--- config.mk ---
export PLATFORM = sky130hd
export DESIGN_NAME = sprite_blitter
export DESIGN_NICKNAME = d
export VERILOG_FILES = /design/src/rtl/sprite_blitter.sv
export SDC_FILE = /design/constraint.sdc
export NUM_CORES = 1
export LEC_CHECK = 0
export ABC_AREA = 1
export CAP_MARGIN = 20
export CORE_MARGIN = 2
export CORE_UTILIZATION = 48
export DETAILED_ROUTE_END_ITERATION = 16
export PLACE_DENSITY = 0.77
export SLEW_MARGIN = 20
export SYNTH_ARGS = -nofsm -noshare
export SYNTH_HDL_FRONTEND = slang
export SYNTH_SLANG_ARGS = --single-unit
--- constraint.sdc ---
create_clock -name clock -period 3.09 [get_ports clock]
set_input_delay 0.618 -clock clock [delete_from_list [all_inputs] [get_ports clock]]
set_output_delay 0.618 -clock clock [all_outputs]
set_load 0.02 [all_outputs]
--- src/rtl/sprite_blitter.sv ---
// sprite_blitter: tile-aligned sprite erase/redraw engine driving a VGA plot port.
// Optional build macro SPRITE_TRANSPARENT_EN suppresses plots of cleared bitmap pixels.
module sprite_blitter #(
    parameter int SPRITE_W = 5,
    parameter int SPRITE_H = 5,
    parameter int SCREEN_W = 160,
    parameter int SCREEN_H = 120,
    parameter int COL_W    = 3
) (
    input  logic                         clock,
    input  logic                         reset,
    input  logic                         go,
    input  logic [7:0]                   tile_x,
    input  logic [6:0]                   tile_y,
    input  logic [SPRITE_W*SPRITE_H-1:0] shape,
    input  logic [COL_W-1:0]             colour,
    input  logic [COL_W-1:0]             bg_colour,
    output logic                         plot,
    output logic [7:0]                   x_out,
    output logic [6:0]                   y_out,
    output logic [COL_W-1:0]             col_out,
    output logic                         busy,
    output logic                         done
);

    localparam int         NPIX   = SPRITE_W * SPRITE_H;
    localparam logic [2:0] C_LAST = 3'(SPRITE_W - 1);
    localparam logic [2:0] R_LAST = 3'(SPRITE_H - 1);
    localparam logic [8:0] X_LIM  = 9'(SCREEN_W);
    localparam logic [7:0] Y_LIM  = 8'(SCREEN_H);

    typedef enum logic [2:0] {
        IDLE,
        LOAD,
        ERASE,
        DRAW,
        DONE
    } state_t;

    state_t state, state_d;

    logic [7:0]       org_x, prev_x;
    logic [6:0]       org_y, prev_y;
    logic             prev_valid;
    logic [NPIX-1:0]  shape_q;
    logic [COL_W-1:0] colour_q, bg_q;
    logic [2:0]       cnt_c, cnt_r;

    logic [15:0]      prod_x, prod_y;
    logic             last_px;
    logic [7:0]       base_x, px;
    logic [6:0]       base_y, py;
    logic             on_screen;
    logic             shape_bit;

    assign prod_x  = 16'(tile_x) * 16'(SPRITE_W);
    assign prod_y  = 16'(tile_y) * 16'(SPRITE_H);
    assign last_px = (cnt_c == C_LAST) && (cnt_r == R_LAST);

    // Shape is shifted MSB-first during DRAW, matching raster order.
    assign shape_bit = shape_q[NPIX-1];

    assign base_x    = (state == ERASE) ? prev_x : org_x;
    assign base_y    = (state == ERASE) ? prev_y : org_y;
    assign px        = base_x + {5'd0, cnt_c};
    assign py        = base_y + {4'd0, cnt_r};
    assign on_screen = ({1'b0, px} < X_LIM) && ({1'b0, py} < Y_LIM);

    always_comb begin
        state_d = state;
        unique case (state)
            IDLE:    if (go) state_d = LOAD;
            LOAD:    state_d = prev_valid ? ERASE : DRAW;
            ERASE:   if (last_px) state_d = DRAW;
            DRAW:    if (last_px) state_d = DONE;
            DONE:    state_d = IDLE;
            default: state_d = IDLE;
        endcase
    end

    always_comb begin
        plot    = 1'b0;
        x_out   = '0;
        y_out   = '0;
        col_out = '0;
        busy    = (state != IDLE);
        done    = (state == DONE);
        unique case (state)
            ERASE: begin
                x_out   = px;
                y_out   = py;
                col_out = bg_q;
                plot    = on_screen;
            end
            DRAW: begin
                x_out   = px;
                y_out   = py;
                col_out = shape_bit ? colour_q : bg_q;
`ifdef SPRITE_TRANSPARENT_EN
                plot    = on_screen && shape_bit;
`else
                plot    = on_screen;
`endif
            end
            default: begin
                plot = 1'b0;
            end
        endcase
    end

    always_ff @(posedge clock) begin
        if (reset) begin
            state      <= IDLE;
            cnt_c      <= '0;
            cnt_r      <= '0;
            org_x      <= '0;
            org_y      <= '0;
            prev_x     <= '0;
            prev_y     <= '0;
            prev_valid <= 1'b0;
            shape_q    <= '0;
            colour_q   <= '0;
            bg_q       <= '0;
        end else begin
            state <= state_d;

            if (state == LOAD) begin
                org_x    <= prod_x[7:0];
                org_y    <= prod_y[6:0];
                shape_q  <= shape;
                colour_q <= colour;
                bg_q     <= bg_colour;
            end

            if (state == DRAW) begin
                shape_q <= shape_q << 1;
            end

            if (state == ERASE || state == DRAW) begin
                if (last_px) begin
                    cnt_c <= '0;
                    cnt_r <= '0;
                end else if (cnt_c == C_LAST) begin
                    cnt_c <= '0;
                    cnt_r <= cnt_r + 3'd1;
                end else begin
                    cnt_c <= cnt_c + 3'd1;
                end
            end else begin
                cnt_c <= '0;
                cnt_r <= '0;
            end

            // Only a completed draw becomes the sprite to erase next time.
            if (state == DRAW && state_d == DONE) begin
                prev_x     <= org_x;
                prev_y     <= org_y;
                prev_valid <= 1'b1;
            end
        end
    end

endmodule

==> flow_metrics.py <==
metrics = {
    "sta": {
        "skew_ns": 0.0190,
        "setup_viol": 4,
        "tightest_slew_ns": 0.565,
        "setup_ws_ns": -0.160,
        "report.final.slew_viol_count": 0,
        "final-hold-violation-count": 0,
        "post-route-period-util_pct": 105,
        "max_freq_ghz": 0.308,
        "rsz0062_at_grt": "true",
        "slew_headroom_pct": 61.9,
        "hold_ws_ns": 0.464,
        "post-route-min-period_ns": 3.25,
    },
    "synthesis": {
        "ys_warn_count": 0,
        "syn-cell-area_um2": 3950,
        "synthArstFlopShare_pct": 0,
        "yosysMostFrequentCell": "nand2_1",
        "avgSynthCellArea_um2": 7.48,
        "synth_common_cells": "nand2_1, dfxtp_1, a21oi_1",
        "yosysSeqAreaShare_pct": 36.0,
        "syn_nets": 608,
        "synth_seq_cells": 71,
        "yosys.cell_types.count": 38,
        "ys.flop_type": "dfxtp_1",
        "syn_inst": 528,
        "yosysTopAreaCellShare_pct": 36.0,
        "synth_area_leaders": "dfxtp_1, nand2_1, ha_1",
        "yosys.area.top_type": "dfxtp_1",
        "synth-edff-count": 0,
    },
    "hold_path": {
        "hold_path.startpoint": "bg_q[1]$_SDFFE_PP0P_",
        "hold_path_depth": 2,
        "hp-class": "register to register",
        "whs_endpoint": "bg_q[1]$_SDFFE_PP0P_",
    },
    "critical_path": {
        "end_kind": "output port",
        "cp_cell_sequence": "inv_2, nand2_4, nor2_8, buf_6, o21ai_2, ha_2, inv_2, fa_2, inv_2, nand2_2, inv_2, nor2_2, inv_2, nand3_4, o21bai_4, nand2_1, nand2_1, nand2_1, nor2_2, buf_6",
        "worst-path-max-fanout": 6,
        "worstPathRequired_ns": 2.47,
        "path_delay_family": "simple AND/OR/NAND/NOR gates",
        "cp-start-kind": "register",
        "r2r_slack_ns": 1.20,
        "crit_buf_inv": 7,
        "r2r_cells": 9,
        "cpMaxStageDelayCell": "fa_2",
        "worstReg2RegEnd": "prev_x[1]$_SDFFE_PP0P_",
        "setup.worst_path.start": "state[2]$_SDFF_PP0_",
        "reg2reg_from": "state[0]$_SDFF_PP0_",
        "cp_common_cell": "inv_2",
        "crit_type": "register to output port",
        "slowest_delay_ns": 0.37,
        "critPathArrivalTime_ns": 2.63,
    },
    "final_layout": {
        "fillers": 713,
        "areaGrowthSynthToFinish_pct": 30.9,
        "final_util_pct": 63.9,
        "drive_above_1_share_pct": 18.2,
        "final_net_count": 695,
        "diodes": 0,
    },
    "clocking": {
        "insertion_delay_ns": 0.35,
        "cts_max_path_buffers": 2,
        "cts_tree": "yes",
        "cts_made_buffers": 9,
        "cts-hold-fix-buffers": 0,
        "cts_root_buf": "clkbuf_8",
        "htreeDepth": 3,
        "clkSlewWorstSetupHoldPaths_ns": 0.08,
        "cts_num_sinks": 71,
    },
    "placement": {
        "detailed_place_hpwl_um": 7020,
        "globalplace.congestion": 0.902,
        "io_buffers": 69,
    },
    "power_and_ir_drop": {
        "total_power_mw": 2.59,
        "leakagePower_nw": 2.28,
        "ir_drop_v": 0.000238,
        "power_density_nw_per_um2": 502,
    },
    "detailed_routing": {
        "first_pass_iters": 5,
        "drt_iter0_drc": 208,
        "routed_wl_um": 9710,
        "via_per_inst": 5.20,
        "ant_nets": 0,
        "drc": 0,
        "dr_total_vias": 3773,
        "routedWlPerCell_um": 13.4,
    },
    "global_routing": {
        "grt_pass1_wl_um": 15900,
        "grt_pass1_vias": 3557,
        "grt_remaining_overflow": 0,
        "grt_start_max_net_pins": 39,
        "antenna_found_initial": 0,
        "grt_use_total_pct": 22.4,
    },
    "run": {
        "drv_cap": 0,
    },
    "die": {
        "die_area_um2": 8970,
        "die_h_um": 94.7,
        "start_util_pct": 48.8,
        "die_width_um": 94.7,
        "ios": 70,
        "row_count": 33,
        "core_um2": 8090,
    },
    "run_status": {
        "violations": "setup timing",
        "outcome": "complete, but fails checks",
    },
}
sequential cells by signal, summed over array words and instances (netlist names), 3 cells and up:
name      cells
org_x         8
shape_q      25
org_y         7
cnt_c         3
colour_q      3
cnt_r         3
bg_q          3
prev_x        8
prev_y        7
state         3
stage by stage:
step / setup TNS (ns) / instance area, um2 / worst slack (ns) / cells
5_1_grt: -1.27 / 5170 / -0.313 / 725
3_5_place_dp: -1.55 / 4870 / -0.309 / 707
4_1_cts: -0.262 / 5070 / -0.159 / 723
3_3_place_gp: -0.872 / 4870 / -0.219 / 707
6_report: -0.313 / 5170 / -0.160 / 725
2_1_floorplan: 0 / 3960 / 0.00125 / 528
power by group:
| group | switching, mW | internal, mW | total (mW) |
|---|---|---|---|
| combinational | 0.460 | 0.327 | 0.787 |
| sequential | 0.0456 | 0.999 | 1.04 |
| clock | 0.363 | 0.399 | 0.762 |
| total | 0.869 | 1.72 | 2.59 |
cells in the final DEF, fill, tap and decap left out, types with 5 or more instances in the layout:
cell type,count
nand2_1,106
dfxtp_1,68
a21oi_1,55
clkdlybuf4s50_1,55
inv_1,47
o21ai_0,38
buf_4,34
nor2_1,33
ha_1,25
a22oi_1,21
nand3_1,18
inv_2,11
nand2_2,10
clkbuf_8,10
xor2_1,8
o21ai_2,5
nor2_2,5
o21ai_1,5
buf_6,5
logic make-up (layout without fill, tap and decap cells):
family	Yosys count	count (layout)	share of synthesized area [%]
buffers and inverters	84	176	8.96
adders and majority gates	31	31	10.6
DFF	71	71	36.0
AOI/OAI and AO/OA	141	141	20.0
and+or+nand+nor	189	189	21.8
xor gates and xnor gates	12	12	2.66
timing repair:
| item | in CTS | in global routing |
|---|---|---|
| cloned | 0 | 0 |
| pin swaps | 2 | 18 |
| setup buffers | 0 | 2 |
| endpoints found under the hold margin | 0 | 0 |
| setup endpoints to repair | 14 | 12 |
| gates resized for setup | 46 | 47 |
worst max path at each step:
| stage | depth (start not counted) | slack (ns) | to |
|---|---|---|---|
| floorplan | 19 | 0.001 | plot |
| global placement | 17 | -0.22 | plot |
| detailed placement | 17 | -0.31 | plot |
| CTS | 21 | -0.16 | plot |
| global route | 21 | -0.31 | plot |
| finish | 20 | -0.16 | plot |
worst min-delay path, cell delays in order (launching register included):
cell,delay (ns)
dfxtp_1,0.30
inv_1,0.07
a21oi_1,0.06
cell type report:
type | instances | area [um2] | area share [%]
Sequential cell | 71 | 1430 | 27.6
Multi-Input combinational cell | 373 | 2260 | 43.8
Inverter | 60 | 228 | 4.41
Timing Repair Buffer | 100 | 915 | 17.7
Clock buffer | 10 | 138 | 2.66
Tap cell | 105 | 131 | 2.54
Clock inverter | 6 | 68.8 | 1.33
metal layers:
| layer | wire (um) | track usage (%) | vias to the layer above |
|---|---|---|---|
| li1 | - | - | 1913 |
| met1 | 4360 | 28.6 | 1758 |
| met2 | 4760 | 37.4 | 86 |
| met3 | 415 | 4.39 | 16 |
| met4 | 176 | 8.45 | 0 |
| met5 | 0 | 0 | - |
(Power assumes the default switching activity.)
